[config.mk]
export PLATFORM = sky130hd
export DESIGN_NAME = pipe_stage_chain
export DESIGN_NICKNAME = d
export VERILOG_FILES = /design/src/rtl/pipe_stage_chain.sv
export SDC_FILE = /design/constraint.sdc
export NUM_CORES = 1
export LEC_CHECK = 0
export CAP_MARGIN = 20
export CORE_MARGIN = 4
export CORE_UTILIZATION = 30
export DETAILED_ROUTE_END_ITERATION = 6
export SYNTH_ARGS = -nofsm -noshare
export SYNTH_HDL_FRONTEND = slang
export SYNTH_SLANG_ARGS = --single-unit
export TNS_END_PERCENT = 50
[constraint.sdc]
create_clock -name clk -period 7.3 [get_ports clk]
set_input_delay 2.19 -clock clk [delete_from_list [all_inputs] [get_ports clk]]
set_output_delay 2.19 -clock clk [all_outputs]
set_load 0.005 [all_outputs]
[src/rtl/pipe_stage_chain.sv]
// ----------------------------------------------------------------------------
// pipe_stage_chain
//   Parametrised chain of pipeline registers. Each register carries a WIDTH-bit
//   payload and a valid bit. The hazard unit only raises raw per-stage stall
//   and flush requests. This block does the rest: it propagates each stall
//   backwards to every earlier stage, inserts a bubble at each stall boundary,
//   and counts stall cycles and inserted bubbles.
//
//   Per-stage priority on each rising edge: flush > hold > bubble > advance.
//
// Ports
//   clk        rising-edge clock
//   rst        asynchronous reset, active-high
//   in_data    payload entering stage 0
//   in_valid   in_data is a real instruction
//   in_ready   stage 0 accepts in_data this cycle (PC enable), combinational
//   stall      raw stall request per stage (bit i = stage i)
//   flush      raw flush request per stage
//   out_data   stage i payload at [i*WIDTH +: WIDTH]
//   out_valid  stage i valid bit
//   stall_cnt  saturating count of cycles with in_ready == 0
//   bubble_cnt saturating count of bubbles inserted at stall boundaries
// ----------------------------------------------------------------------------
module pipe_stage_chain #(
    parameter int unsigned       WIDTH  = 32,
    parameter int unsigned       STAGES = 4,
    parameter logic [WIDTH-1:0]  BUBBLE = '0,
    parameter int unsigned       CNT_W  = 32
) (
    input  logic                      clk,
    input  logic                      rst,
    input  logic [WIDTH-1:0]          in_data,
    input  logic                      in_valid,
    output logic                      in_ready,
    input  logic [STAGES-1:0]         stall,
    input  logic [STAGES-1:0]         flush,
    output logic [STAGES*WIDTH-1:0]   out_data,
    output logic [STAGES-1:0]         out_valid,
    output logic [CNT_W-1:0]          stall_cnt,
    output logic [CNT_W-1:0]          bubble_cnt
);

    // stall_eff[i] is set when stage i or any later stage stalls.
    logic [STAGES-1:0] stall_eff;
    // bub[i]: stage i is free to move but its upstream neighbour is frozen,
    // so it must take a bubble instead of duplicating that neighbour.
    logic [STAGES-1:0] bub;

    for (genvar i = 0; i < STAGES; i++) begin : g_eff
        assign stall_eff[i] = |stall[STAGES-1:i];
    end

    assign bub[0] = 1'b0;
    for (genvar i = 1; i < STAGES; i++) begin : g_bub
        assign bub[i] = ~flush[i] & ~stall_eff[i] & stall_eff[i-1];
    end

    assign in_ready = ~stall_eff[0];

    // ------------------------------------------------------------------
    // Stage registers
    // ------------------------------------------------------------------
    for (genvar i = 0; i < STAGES; i++) begin : g_stage
        logic [WIDTH-1:0] src_data;
        logic             src_valid;
        logic [WIDTH-1:0] data_q;
        logic             valid_q;

        if (i == 0) begin : g_src_in
            assign src_data  = in_data;
            assign src_valid = in_valid;
        end else begin : g_src_prev
            assign src_data  = out_data[(i-1)*WIDTH +: WIDTH];
            assign src_valid = out_valid[i-1];
        end

        always_ff @(posedge clk or posedge rst) begin
            if (rst) begin
                data_q  <= BUBBLE;
                valid_q <= 1'b0;
            end else if (flush[i] || bub[i]) begin
                data_q  <= BUBBLE;
                valid_q <= 1'b0;
            end else if (!stall_eff[i]) begin
                data_q  <= src_data;
                valid_q <= src_valid;
            end
        end

        assign out_data[i*WIDTH +: WIDTH] = data_q;
        assign out_valid[i]               = valid_q;
    end

    // ------------------------------------------------------------------
    // Performance counters (saturating)
    // ------------------------------------------------------------------
    // The extra top bit of bub_sum catches overflow when several boundaries
    // land in one cycle.
    logic [CNT_W:0] bub_sum;
    assign bub_sum = {1'b0, bubble_cnt} + (CNT_W+1)'($countones(bub));

    always_ff @(posedge clk or posedge rst) begin
        if (rst) begin
            stall_cnt  <= '0;
            bubble_cnt <= '0;
        end else begin
            if (!in_ready && (stall_cnt != '1)) begin
                stall_cnt <= stall_cnt + CNT_W'(1);
            end
            bubble_cnt <= bub_sum[CNT_W] ? '1 : bub_sum[CNT_W-1:0];
        end
    end

endmodule

== Word-level counts from Yosys, hierarchy flattened ==
Index checks and enable logic that the tools add are counted.
Cells by class
  div/mod/pow operators: 0
  order comparisons: 0
  multiply operators: 0
  equal/unequal tests: 5
  reductions and logical operators: 7
  muxes and demuxes: 17
  shift operators: 0
  bitwise gates (word level): 13
  $add $sub $neg: 4
Operators with widths (number)
  $mux 32: 9
  $add 32x3->33: 1
  $add 32x1->32 const B: 1
  $ne 32x32->1 const B: 1
  $mux 1: 8
  $not 1->1: 7
  $and 1x1->1: 6
  $ne 2x1->1 const B: 3
  $reduce_or 4->1: 1
  $add 1x2->3: 1
  $logic_or 1x1->1: 3
  $reduce_or 3->1: 1
  $add 1x1->2: 1
  $ne 2x2->1 const B: 1
  $reduce_or 2->1: 1
  $logic_and 1x1->1: 1
Storage, ports and cells
  RAM bits: 0
  ROM bits: 0
  output and inout port bits: 197
  latch bits: 0
  register bits after elaboration: 196
  memories: 0

== Logic depth before layout (Yosys ltp) ==
Gate-level depths: netlist of the first run.
  word-level depth: 8
  mapped depth: 10

== Worst setup path before layout of the first run ==
OpenSTA, ideal clock, no wires.
  path kind: input -> output
  from: in stall[3]
  to: out in_ready
  slack: 1.852 ns
  data arrival time: 3.258 ns
  stages on the path: 4
  data required time: 5.110 ns
  cells stage by stage: or4_1 -> clkbuf_1 -> clkinv_1 -> buf_1
Between the ends
  longest elaborated chain between the ends: 2
Ends and longest elaborated chain
  from (decl): RTL line 35  | input logic [STAGES-1:0] stall,
  $reduce_or 4->1: RTL line 50  | assign stall_eff[i] = |stall[STAGES-1:i];
  $not 1->1: RTL line 58  | assign in_ready = ~stall_eff[0];
  to (decl): RTL line 34  | output logic in_ready,
No other way between the ends.

== Worst setup path in the final report of the first run ==
Same ends and word-level chain as after synthesis.

==> results of run 1 <==
-- per-layer routing --
metal	global-route usage	wire length, µm	up-vias
li1	-	-	2975
met1	0.207	10200	3119
met2	0.259	11500	154
met3	0.0457	1320	11
met4	0.0351	248	0
met5	0	0	-
-- area by class of cell --
cell class              instances  area (µm²)  share of cell area
clock buffers                  17         425              0.0374
well taps                     335         419              0.0368
flip-flops and latches        196        4900               0.431
clock inverters                15         206              0.0181
multi-input cells             452        2920               0.256
inverters                       6        26.3             0.00231
repair buffers                250        2490               0.218
-- through the flow --
stage	hold slack (ps)	power, µW
after floorplan	474	1300
after global placement	486	1460
after detailed placement	493	1460
after CTS	511	2450
after global routing	518	2530
final	508	2410
-- synth_stat cells, types with 2 or more instances --
cell	instances
sky130_fd_sc_hd__or3_4	2
sky130_fd_sc_hd__nor2b_1	4
sky130_fd_sc_hd__inv_1	5
sky130_fd_sc_hd__o21ai_0	3
sky130_fd_sc_hd__mux2_2	3
sky130_fd_sc_hd__nor2_1	16
sky130_fd_sc_hd__dfrtp_1	196
sky130_fd_sc_hd__nor4b_1	2
sky130_fd_sc_hd__nand4_1	21
sky130_fd_sc_hd__or3_1	3
sky130_fd_sc_hd__buf_1	2
sky130_fd_sc_hd__and3_1	13
sky130_fd_sc_hd__buf_4	4
sky130_fd_sc_hd__or4_1	2
sky130_fd_sc_hd__nor3b_1	2
sky130_fd_sc_hd__nor4_1	6
sky130_fd_sc_hd__buf_2	2
sky130_fd_sc_hd__xnor2_1	33
sky130_fd_sc_hd__and4_1	5
sky130_fd_sc_hd__clkbuf_1	31
sky130_fd_sc_hd__a21oi_1	42
sky130_fd_sc_hd__nor3_1	9
sky130_fd_sc_hd__a22o_1	99
sky130_fd_sc_hd__nand2_1	113
sky130_fd_sc_hd__ha_1	3
sky130_fd_sc_hd__nand2b_1	4
sky130_fd_sc_hd__and2_1	3
sky130_fd_sc_hd__nand3_1	30
sky130_fd_sc_hd__xor2_1	12
sky130_fd_sc_hd__fa_1	2
sky130_fd_sc_hd__a31oi_1	9
-- state kept, by name, indices dropped and copies added, names as in the netlist --
| name | count |
|---|---|
| bubble_cnt | 32 |
| g_stage.valid_q | 4 |
| stall_cnt | 32 |
| g_stage.data_q | 128 |
-- kinds of logic (layout without fill, tap and decap cells) --
family,Yosys count,in the layout,share of synthesized area
AND/OR/NAND/NOR,240,240,0.149
flip-flops,196,196,0.614
AO/OA/AOI/OAI,159,159,0.150
XOR/XNOR,45,45,0.0494
buffers and inverters,45,288,0.0233
adder cells (fa/ha/maj),5,5,0.00972
multiplexers,3,3,0.00423
-- path summary, 6_finish.rpt --
check,startpoint,to,slack [ps],cells after the start
worst min register to register,stall_cnt[13]$_DFFE_PP0P_,stall_cnt[13]$_DFFE_PP0P_,510,1
worst max-delay path,stall[3],in_ready,960,4
min in group asynchronous,rst,g_stage[1].data_q[24]$_DFFE_PP0P_,2270,3
worst min-delay path,stall_cnt[13]$_DFFE_PP0P_,stall_cnt[13]$_DFFE_PP0P_,510,1
worst max register to register,bubble_cnt[0]$_DFF_PP0_,bubble_cnt[29]$_DFF_PP0_,4210,7
max in group asynchronous,rst,stall_cnt[24]$_DFFE_PP0P_,4200,3
-- power breakdown --
group          total, µW  switching (µW)  internal, µW  leakage (µW)
combinational        250             112           138       0.00188
sequential          1180            57.5          1130       0.00271
clock                979             501           478      0.000304
-- critical path: stages --
cell	delay [ps]
sky130_fd_sc_hd__clkdlybuf4s50_1	510
sky130_fd_sc_hd__or4_2	780
sky130_fd_sc_hd__clkinv_1	150
sky130_fd_sc_hd__clkdlybuf4s50_1	520
==> results.txt, run 1 <==
After clock tree synthesis, the flow added hold-fix buffers numbering 0. The total length of routed wires came out at 23200 µm. The residual overflow from global routing is 0. The clock skew came out at between 10 and 15 ps. The critical path in this run is classified as input pin to output port. The worst-case IR drop observed on VDD is 143 µV. The cell sitting at the root of the clock tree is a sky130_fd_sc_hd__clkbuf_16. In the post-synthesis netlist, the biggest area contributors are sky130_fd_sc_hd__dfrtp_1 (61%), sky130_fd_sc_hd__a22o_1 (11%), sky130_fd_sc_hd__nand2_1 (5.3%), sky130_fd_sc_hd__xnor2_1 (3.6%), sky130_fd_sc_hd__a21oi_1 (2.6%). The die width came out at 171 µm. The placement row count is 59. Synthesis inferred ~200 register bits. In the layout the commonest cells are sky130_fd_sc_hd__clkdlybuf4s50_1 (239), sky130_fd_sc_hd__dfrtp_1 (196), sky130_fd_sc_hd__nand2_1 (113). Each instance of the synthesized netlist takes up on average roughly 12 µm². The count of warnings emitted by yosys came out at 0. The number of buffers on the longest clock path came out at 2.

Counting every sink on the clock net gives about 200. The post-CTS setup buffer count came out at 0. The worst slew margin relative to its limit is 0.358. The detailed router's first-iteration violation count is 503.

Synthesis produced a netlist with a net count of 741. TritonCTS built the clock tree. The initial antenna violation count came out at 0. The final design instance area without fill is 11400 µm².

The number of port buffers came out at 239. The number of cells in the finished layout apart from fillers came out at 1271. Of the synthesized area, sequential elements account for 0.614. The fraction of final layout cells with drive strength greater than 1 came out at 0.0662. The layout overhead on the synthesized area came out at 42.6%.

The number of H-tree branching levels came out at 4. Setup repair after global routing left no endpoint under its margin. The number of global-route vias before repair is 6150.

The post-route minimum period came out at about 6300 ps. The reported leakage power came out at 0.00490 µW. The total instance count after detailed placement is 1239. The weighted congestion reported at the end of routability-driven placement is ~0.8. The height of the chip came out at 171 µm.

The part of the cycle the worst path needs came out at 0.869. The number of failing hold endpoints at the final stage came out at 0. The filler cell count came out at 2478. The number of inserted diodes came out at 0. Setup total negative slack on the finished layout was measured at 0 ps. The fraction of synthesized cell area taken by the top area cell type is 0.614. The kind of end point of the critical path is an output port. 240 I/O pins were placed.

Setup violations remaining at the end of the flow were counted as 0. The count of different cell masters after synthesis is 43. The worst endpoint required time is 5110 ps. Max-cap violations in this run came to 0. Of all flip-flops after synthesis, the portion carrying an async set or reset was 1.00.

The floorplan step defined a die boundary enclosing 29300 µm². The first-pass GRT wire length came out at 36200 µm. The count of antenna-violating nets left after detailed routing is 0. Setup slack on the critical path of the routed design comes to 957 ps.

The detailed-route via count is approximately 6300. The detailed-router iteration count before antenna repair is 5. The detailed-route vias per instance is slightly below 5. The number of enable-type register cells in the synthesized netlist is 0. Synthesis produced 693 cells. The worst-path maximum fanout is 7. The standard cell core area came out at roughly 26000 µm². STA classifies the critical path startpoint as an input pin. At the end of the flow the core is filled with cells to 0.436. The total standard cell area after synthesis came out at around 8000 µm². sky130_fd_sc_hd__dfrtp_1 takes more of the synthesized area than any other cell. In the final routed layout, each cell accounts on average for 18.3 µm. The initial utilization of the core area, before any placement, comes to 0.306.

The count of cells resized by post-cts repair is 0. The estimated wirelength of the detail-placed design came out at around 16000 µm. The arrival time of the worst setup path came out at 4150 ps. The worst-case setup slack after placement is roughly 940 ps. For the pin with the worst max-slew slack, the measured transition is 962 ps. The pin count of the biggest net entering global routing came out at 123. The highest clock rate is roughly 160 MHz. In the synthesized netlist the dominant register cell turns out to be sky130_fd_sc_hd__dfrtp_1.

After detailed routing, the number of remaining DRC violations is 0. The clock-pin transition on the worst setup and hold timing paths came out at 80 ps. The library cell used most frequently in the layout, excluding fill and tap cells, is sky130_fd_sc_hd__clkdlybuf4s50_1. The post-detailed-placement cell area came out at around 11000 µm². The global-route total usage across every layer is 0.157.

Buffers inserted during clock tree synthesis total 17. The source-to-sink clock delay at the later pin of the worst-skew pair is 430 ps. The path class of the tightest hold or removal check is flop to flop.

The power per cell area came out at 212 nW/µm². The flow ran to the end, and the final reports show no timing, DRC or antenna violations. The final layout net count came out at 971. The max-slew violation total from the final report is 0.
Note: power is estimated with default switching activity, not from simulation.
==> inputs of run 2 (changes only) <==
--- a/config.mk
+++ b/config.mk
@@ -5,10 +5,11 @@
 export SDC_FILE = /design/constraint.sdc
 export NUM_CORES = 1
 export LEC_CHECK = 0
-export CAP_MARGIN = 20
 export CORE_MARGIN = 4
 export CORE_UTILIZATION = 30
 export DETAILED_ROUTE_END_ITERATION = 6
+export GPL_ROUTABILITY_DRIVEN = 0
+export PLACE_DENSITY = 0.64
 export SYNTH_ARGS = -nofsm -noshare
 export SYNTH_HDL_FRONTEND = slang
 export SYNTH_SLANG_ARGS = --single-unit
==> run 2 against run 1 <==
Compared with the run above: via count grew 0.51%; fmax shrank 0.13%; worst setup slack lost 8.5 ps; core utilization is essentially flat; clock power shrank 2%; critical path type unchanged; critical endpoint unchanged; largest cell class unchanged.
==> results.txt, run 2 (synthesis gave the netlist of run 1 again) <==
The highest clock rate was 157 MHz (-0.13%). The part of the power in the clock network came out at 0.401 (-0.005). The detailed-route vias per instance is 4.95 (+0.59%).

The initial cell density of the core came out at 0.306 (unchanged). The estimated wirelength of the detail-placed design is 16800 µm (+2.4%). The met1 layer wirelength in the final routing came out at 10400 µm (+2.4%). The detailed-router iteration count before antenna repair came out at 5 (unchanged). The post-CTS setup buffer count was 0 (unchanged).

The global-route total usage across every layer is 0.159 (+0.00172). The total of max-cap violations is 0 (unchanged). The TritonCTS buffer count is 17 (unchanged). The worst-path maximum fanout came out at 7 (unchanged).

The clock net sink count is 196 (unchanged). The first-pass GRT wire length is 37000 µm (+2.4%). The layout overhead on the synthesized area came out at 42.4%. The worst setup path is of the input pin to output port kind.

The depth of the worst register-to-register path came to 8 (+1). The worst endpoint required time came out at 5110 ps (about the same). The clock-pin transition on the worst setup and hold timing paths is 70 ps (about the same). The largest registers in the layout are g_stage.data_q: 128 flops, bubble_cnt: 32 flops, stall_cnt: 32 flops. The arrival time of the worst setup path came to 4160 ps (about the same). The part of the power in combinational logic is 0.106 (+0.002). The fraction of final layout cells with drive strength greater than 1 came to 0.0652 (-0.000999). The post-cts hold buffer count came out at 0 (unchanged). The slew at the pin closest to its max-slew limit is 933 ps (-29.3 ps). The post-route minimum period was 6350 ps (+8.55 ps). The count of antenna-violating nets left after detailed routing is 0 (unchanged). In this run the worst hold path is classified as flop to flop. The height of the chip came out at 171 µm (unchanged). Leaving out fill and tap cells, the most frequent cell in the layout is sky130_fd_sc_hd__clkdlybuf4s50_1. The filler cell count came to 2484 (+0.24%). The source-to-sink clock delay at the later pin of the worst-skew pair is 430 ps (about the same). The flip-flop and latch area is 4900 µm² (unchanged).

The final total power is 2400 µW (-0.47%). The worst vdd rail ir drop came out at 163 µV (+14%). The pin count of the biggest net entering global routing came out at 119 (-3.3%). The part of the cycle the worst path needs is 0.870 (+0.00117). The cell sitting at the root of the clock tree is a sky130_fd_sc_hd__clkbuf_16. The run finished with clean final reports.

The number of buffers on the longest clock path was 2 (unchanged). TritonCTS built the clock tree. The initial antenna violation count is 0 (unchanged).

The clock skew is 13.5 ps (-0.0634 ps). The cell internal power dissipation is 1740 µW (-0.18%). The detailed router's first-iteration violation count came out at 407 (-19%). The top-level I/O count came out at 240 (unchanged).

The number of failing hold endpoints at the final stage is 0 (unchanged). The net switching power figure is 662 µW (-1.3%). The fraction of power spent switching nets is 0.276 (-0.00218). The die width came out at 171 µm (unchanged).

The power per cell area came out at 211 nW/µm² (-0.37%). The flip-flop count of the largest register after layout is 128 (unchanged). The routed wire length per instance came out at 18.5 µm (+1.2%).

The residual overflow from global routing came out at 0 (unchanged). The library cells used most frequently in the layout, excluding fill and tap cells, are sky130_fd_sc_hd__clkdlybuf4s50_1 (239), sky130_fd_sc_hd__dfrtp_1 (196), sky130_fd_sc_hd__nand2_1 (113). The highest metal layer with signal wires is met4.

The sort of element at the start of the critical path is an input pin. The worst setup path is captured at an output port. The total length of routed wires came to 23500 µm (+1.1%). The final layout net count came out at 970 (-0.10%). The cell depth of the worst min-delay path is 1 (unchanged).

The length of routed met2 wiring was 11300 µm (-1.9%). The number of inserted diodes is 0 (unchanged). The die outline area came out at 29300 µm² (unchanged). The max-slew violation total from the final report came out at 0 (unchanged). The standard cell core area is 26100 µm² (unchanged). The sequential share of power came to 0.494 (+0.004).

The final total negative setup slack came out at 0 ps (unchanged). The detailed-route via count was 6291 (+0.51%). The area occupied by multi-input gates came to 2930 µm² (+0.34%).

The worst slew margin relative to its limit is 0.377 (+0.0181). The number of failing setup endpoints in the final timing report was 0 (unchanged). Counting flops per register, the top entry is g_stage.data_q.

The count of cells resized by post-cts repair came out at 0 (unchanged). The count of unresolved DRC violations after routing came out at 0 (unchanged). The number of port buffers is 239 (unchanged). The number of H-tree branching levels is 4 (unchanged). The reported leakage power came out at 0.00489 µW (-0.19%). The placement row count is 59 (unchanged). The routed length on met3 came to 1450 µm (+10%).

The number of global-route vias before repair was 6205 (+0.89%). Setup repair after global routing left no endpoint under its margin.
-- run 2: final cells by class --
type                    count  area share
multi-input cells         452       0.257
flip-flops and latches    196       0.431
repair buffers            249       0.218
clock inverters            15      0.0168
well taps                 335      0.0369
clock buffers              17      0.0374
inverters                   6     0.00231
-- run 2: path summary, 6_finish.rpt --
path	startpoint	end	slack (ps)
worst max-delay path	stall[3]	in_ready	950
worst min-delay path	stall_cnt[13]$_DFFE_PP0P_	stall_cnt[13]$_DFFE_PP0P_	500
worst max register to register	bubble_cnt[0]$_DFF_PP0_	bubble_cnt[20]$_DFF_PP0_	4260
worst min register to register	stall_cnt[13]$_DFFE_PP0P_	stall_cnt[13]$_DFFE_PP0P_	500
max in group asynchronous	rst	stall_cnt[6]$_DFFE_PP0P_	4100
min in group asynchronous	rst	g_stage[3].data_q[24]$_DFFE_PP0P_	2050
-- run 2: metrics by stage --
| stage | std cells | util | cell area, µm² | setup slack (ps) | hold slack, ps |
|---|---|---|---|---|---|
| 2_1_floorplan | 693 | - | 7990 | 1850 | 474 |
| 3_3_place_gp | 1238 | 0.412 | 10800 | 929 | 488 |
| 3_5_place_dp | 1238 | 0.412 | 10800 | 920 | 492 |
| 4_1_cts | 1270 | 0.435 | 11400 | 913 | 503 |
| 5_1_grt | 1270 | 0.435 | 11400 | 856 | 525 |
| 6_report | 1270 | 0.435 | 11400 | 949 | 500 |
-- run 2: critical path, stage by stage --
cell                              delay, ps
sky130_fd_sc_hd__clkdlybuf4s50_1        530
sky130_fd_sc_hd__or4_2                  800
sky130_fd_sc_hd__clkinv_1               130
sky130_fd_sc_hd__clkdlybuf4s50_1        510
-- run 2: per-layer routing --
| layer | GRT usage | up-vias |
|---|---|---|
| met3 | 0.0490 | 14 |
| li1 | - | 2956 |
| met2 | 0.250 | 174 |
| met1 | 0.216 | 3147 |
| met5 | 0 | - |
| met4 | 0.0400 | 0 |
-- run 2: power groups by stage --
stage,sequential (µW),combinational [µW],clock [µW]
final,1190,254,963
after detailed placement,1210,258,0
after global routing,1190,280,1040
after global placement,1210,254,0
after floorplan,1190,109,0
after CTS,1190,260,989
==> inputs of run 3 (changes only) <==
--- a/config.mk
+++ b/config.mk
@@ -10,6 +10,7 @@
 export DETAILED_ROUTE_END_ITERATION = 6
 export GPL_ROUTABILITY_DRIVEN = 0
 export PLACE_DENSITY = 0.64
+export RECOVER_POWER = 100
 export SYNTH_ARGS = -nofsm -noshare
 export SYNTH_HDL_FRONTEND = slang
 export SYNTH_SLANG_ARGS = --single-unit
==> constraint.sdc (replaced) <==
create_clock -name clk -period 5.2 [get_ports clk]
set_input_delay 1.56 -clock clk [delete_from_list [all_inputs] [get_ports clk]]
set_output_delay 1.56 -clock clk [all_outputs]
set_load 0.01 [all_outputs]
==> run 3 against run 2 <==
Compared with the run above: the flow now finishes with violations (max-capacitance violations, max-slew violations); sequential share of layout area is essentially flat; global-route usage down 0.081 points; routed wire length shrank 0.64%; via count grew 1.6%; clock power rose by 40%; sequential power rose by 39%; clock-buffer cell count unchanged; worst setup slack worse by 790 ps.
==> results.txt, run 3 (synthesis gave the netlist of run 1 again) <==
The final total negative setup slack came out at 0 ps (unchanged). The final reports fail on max-capacitance violations, max-slew violations. The routed wire length per instance came to 18.3 µm (-1.2%). The count of antenna-violating nets left after detailed routing came out at 0 (unchanged). The critical path goes through dlygate4sd3_1 > or4_2 > clkinv_1 > clkdlybuf4s50_1. The clock net sink count is 196 (unchanged). The flow ran to the end, but the final reports show violations. The number of failing hold endpoints at the final stage was 0 (unchanged).

The critical path's largest stage delay is 650 ps (-150 ps). The global-route total usage across every layer came out at 0.158 (-0.000813). The count of buffer and inverter cells on the critical path came to 3 (unchanged). The total length of routed wires came out at 23400 µm (-0.64%). The utilization of the core after routing came out at 0.435 (about the same). The estimated wirelength of the detail-placed design came out at 16700 µm (-0.48%). The category of cells accounting for the largest share of critical-path delay is buffers and inverters.

The worst endpoint required time was 3640 ps (-1470 ps). The number of failing setup endpoints in the final timing report came to 0 (unchanged). The number of cells in the finished layout apart from fillers came to 1277 (+0.55%). The library cell used most frequently in the layout, excluding fill and tap cells, is sky130_fd_sc_hd__dlygate4sd3_1. The worst setup path is launched from an input pin. The post-detailed-placement cell area came out at 10800 µm² (+0.72%).

The arrival time of the worst setup path is 3480 ps (-680 ps). The reported leakage power is 0.00556 µW (+14%). The detailed-router iteration count before antenna repair is 4 (-1). The cell internal power dissipation is 2420 µW (+39%). The net switching power figure came to 946 µW (+43%).

The final-layout worst hold slack is 496 ps (-3.63 ps). The placement row count was 59 (unchanged). The filler cell count is 2521 (+1.5%). The top-level I/O count came out at 240 (unchanged). The die width is 171 µm (unchanged). Of the available clock period, the critical path in the final layout requires 0.969. For this design, the slowest cell found on the critical path is sky130_fd_sc_hd__or4_2.

The power per cell area is 296 nW/µm² (+40%). The type of the most critical hold path is flop to flop. The clock-pin transition on the worst setup and hold timing paths came out at 70 ps (about the same). The worst slew margin relative to its limit is -0.907 (-1.28). The area occupied by multi-input gates is 2910 µm² (-0.51%).

The slew at the pin closest to its max-slew limit came to 2860 ps (+1930 ps). The pin count of the biggest net entering global routing came out at 118 (-0.84%). The post-cts hold buffer count was 0 (unchanged). The layout overhead on the synthesized area is 42.5% (about the same). The detailed-route vias per instance came out at 5.00 (+1.0%). The total instance count after detailed placement came out at 1245 (+0.57%). The fraction of power spent switching nets is 0.281 (+0.00524). The total of max-cap violations came out at 6 (+6). The worst vdd rail ir drop is 209 µV (+28%). The post-CTS setup buffer count is 0 (unchanged). The die outline area came to 29300 µm² (unchanged). The CTS tree is yes. The number of inserted diodes came out at 0 (unchanged). The flip-flop count of the largest register after layout was 128 (unchanged). The part of the power in the clock network came out at 0.402 (about the same).

The count of unresolved DRC violations after routing came out at 0 (unchanged). The clock skew came out at 8.56 ps (-4.95 ps). The final layout net count is 977 (+0.72%).

g_stage.data_q holds more flip-flops than any other register. The root buffer cell is sky130_fd_sc_hd__clkbuf_16. The detailed router's first-iteration violation count is 412 (+1.2%). The number of global-route vias before repair came out at 6312 (+1.7%). The count of cells resized by post-cts repair was 0 (unchanged). The highest clock rate came out at 199 MHz. The path type of the worst setup path is input pin to output port. The initial antenna violation count is 0 (unchanged). The part of the power in combinational logic came out at 0.105 (about the same). The worst setup path is captured at an output port. In the final layout, the registers with the most flip-flops are g_stage.data_q: 128 flops, bubble_cnt: 32 flops, stall_cnt: 32 flops. The height of the chip is 171 µm (unchanged). Setup repair after global routing left no endpoint under its margin. The standard cell core area came out at 26100 µm² (unchanged). The max-slew violation total from the final report came out at 335 (+335). The detailed-route via count is 6389 (+1.6%). The number of port buffers came out at 239 (unchanged). The fraction of final layout cells with drive strength greater than 1 is 0.0626 (-0.00261). The first-pass GRT wire length came out at 36600 µm (-1.1%). The number of buffers on the longest clock path is 2 (unchanged). The post-route minimum period is about 5000 ps.

In the layout the commonest cells are sky130_fd_sc_hd__dlygate4sd3_1 (198), sky130_fd_sc_hd__dfrtp_1 (196), sky130_fd_sc_hd__nand2_1 (113). The TritonCTS buffer count is 17 (unchanged). The initial cell density of the core is 0.306 (unchanged).

The worst-path maximum fanout came to 3 (-4). The number of H-tree branching levels is 4 (unchanged). The residual overflow from global routing came out at 0 (unchanged). The flip-flop and latch area is 4900 µm² (unchanged). The source-to-sink clock delay at the later pin of the worst-skew pair came to 420 ps (about the same). The sequential share of power came out at 0.493 (about the same). The final design instance area without fill is 11400 µm² (about the same).
[run 3: worst paths after layout]
kind / from / end / slack [ps] / depth (start not counted)
worst max-delay path: stall[0] / in_ready / 160 / 4
worst min-delay path: stall_cnt[13]$_DFFE_PP0P_ / stall_cnt[13]$_DFFE_PP0P_ / 500 / 1
worst max register to register: bubble_cnt[0]$_DFF_PP0_ / bubble_cnt[30]$_DFF_PP0_ / 2690 / 7
worst min register to register: stall_cnt[13]$_DFFE_PP0P_ / stall_cnt[13]$_DFFE_PP0P_ / 500 / 1
max in group asynchronous: rst / g_stage[1].data_q[4]$_DFFE_PP0P_ / 840 / 3
min in group asynchronous: rst / g_stage[3].data_q[28]$_DFFE_PP0P_ / 2300 / 3
[run 3: layout make-up]
cell class / count / area share
Inverter: 6 / 0.00209
Clock inverter: 15 / 0.0166
Sequential cell: 196 / 0.431
Tap cell: 335 / 0.0368
Timing Repair Buffer: 256 / 0.220
Clock buffer: 17 / 0.0374
Multi-Input combinational cell: 452 / 0.256
[run 3: worst register-to-register path, delay by kind of cell (launching register included)]
family                   cells  cell delay (ps)
adder cells (fa/ha/maj)      3             1010
flip-flops                   1              410
multiplexers                 1              290
AND/OR/NAND/NOR              3              700
[run 3: power groups by stage]
stage               logic (µW)  registers, µW  clock network [µW]
floorplan                  153           1700                   0
global placement           381           1690                   0
detailed placement         389           1690                   0
CTS                        391           1660                1400
global route               393           1670                1460
finish                     355           1660                1350
[run 3: metal layers]
metal / track usage / routed length [µm] / vias to the layer above
met3: 0.0372 / 1370 / 34
met5: 0 / 0 / -
met4: 0.0517 / 632 / 0
li1: - / - / 2983
met2: 0.247 / 10900 / 188
met1: 0.219 / 10400 / 3184
[run 3: stage by stage]
step / power (µW) / worst slack (ps)
2_1_floorplan: 1850 / 972
3_3_place_gp: 2070 / 119
3_5_place_dp: 2080 / 100
4_1_cts: 3450 / 133
5_1_grt: 3530 / 111
6_report: 3370 / 163
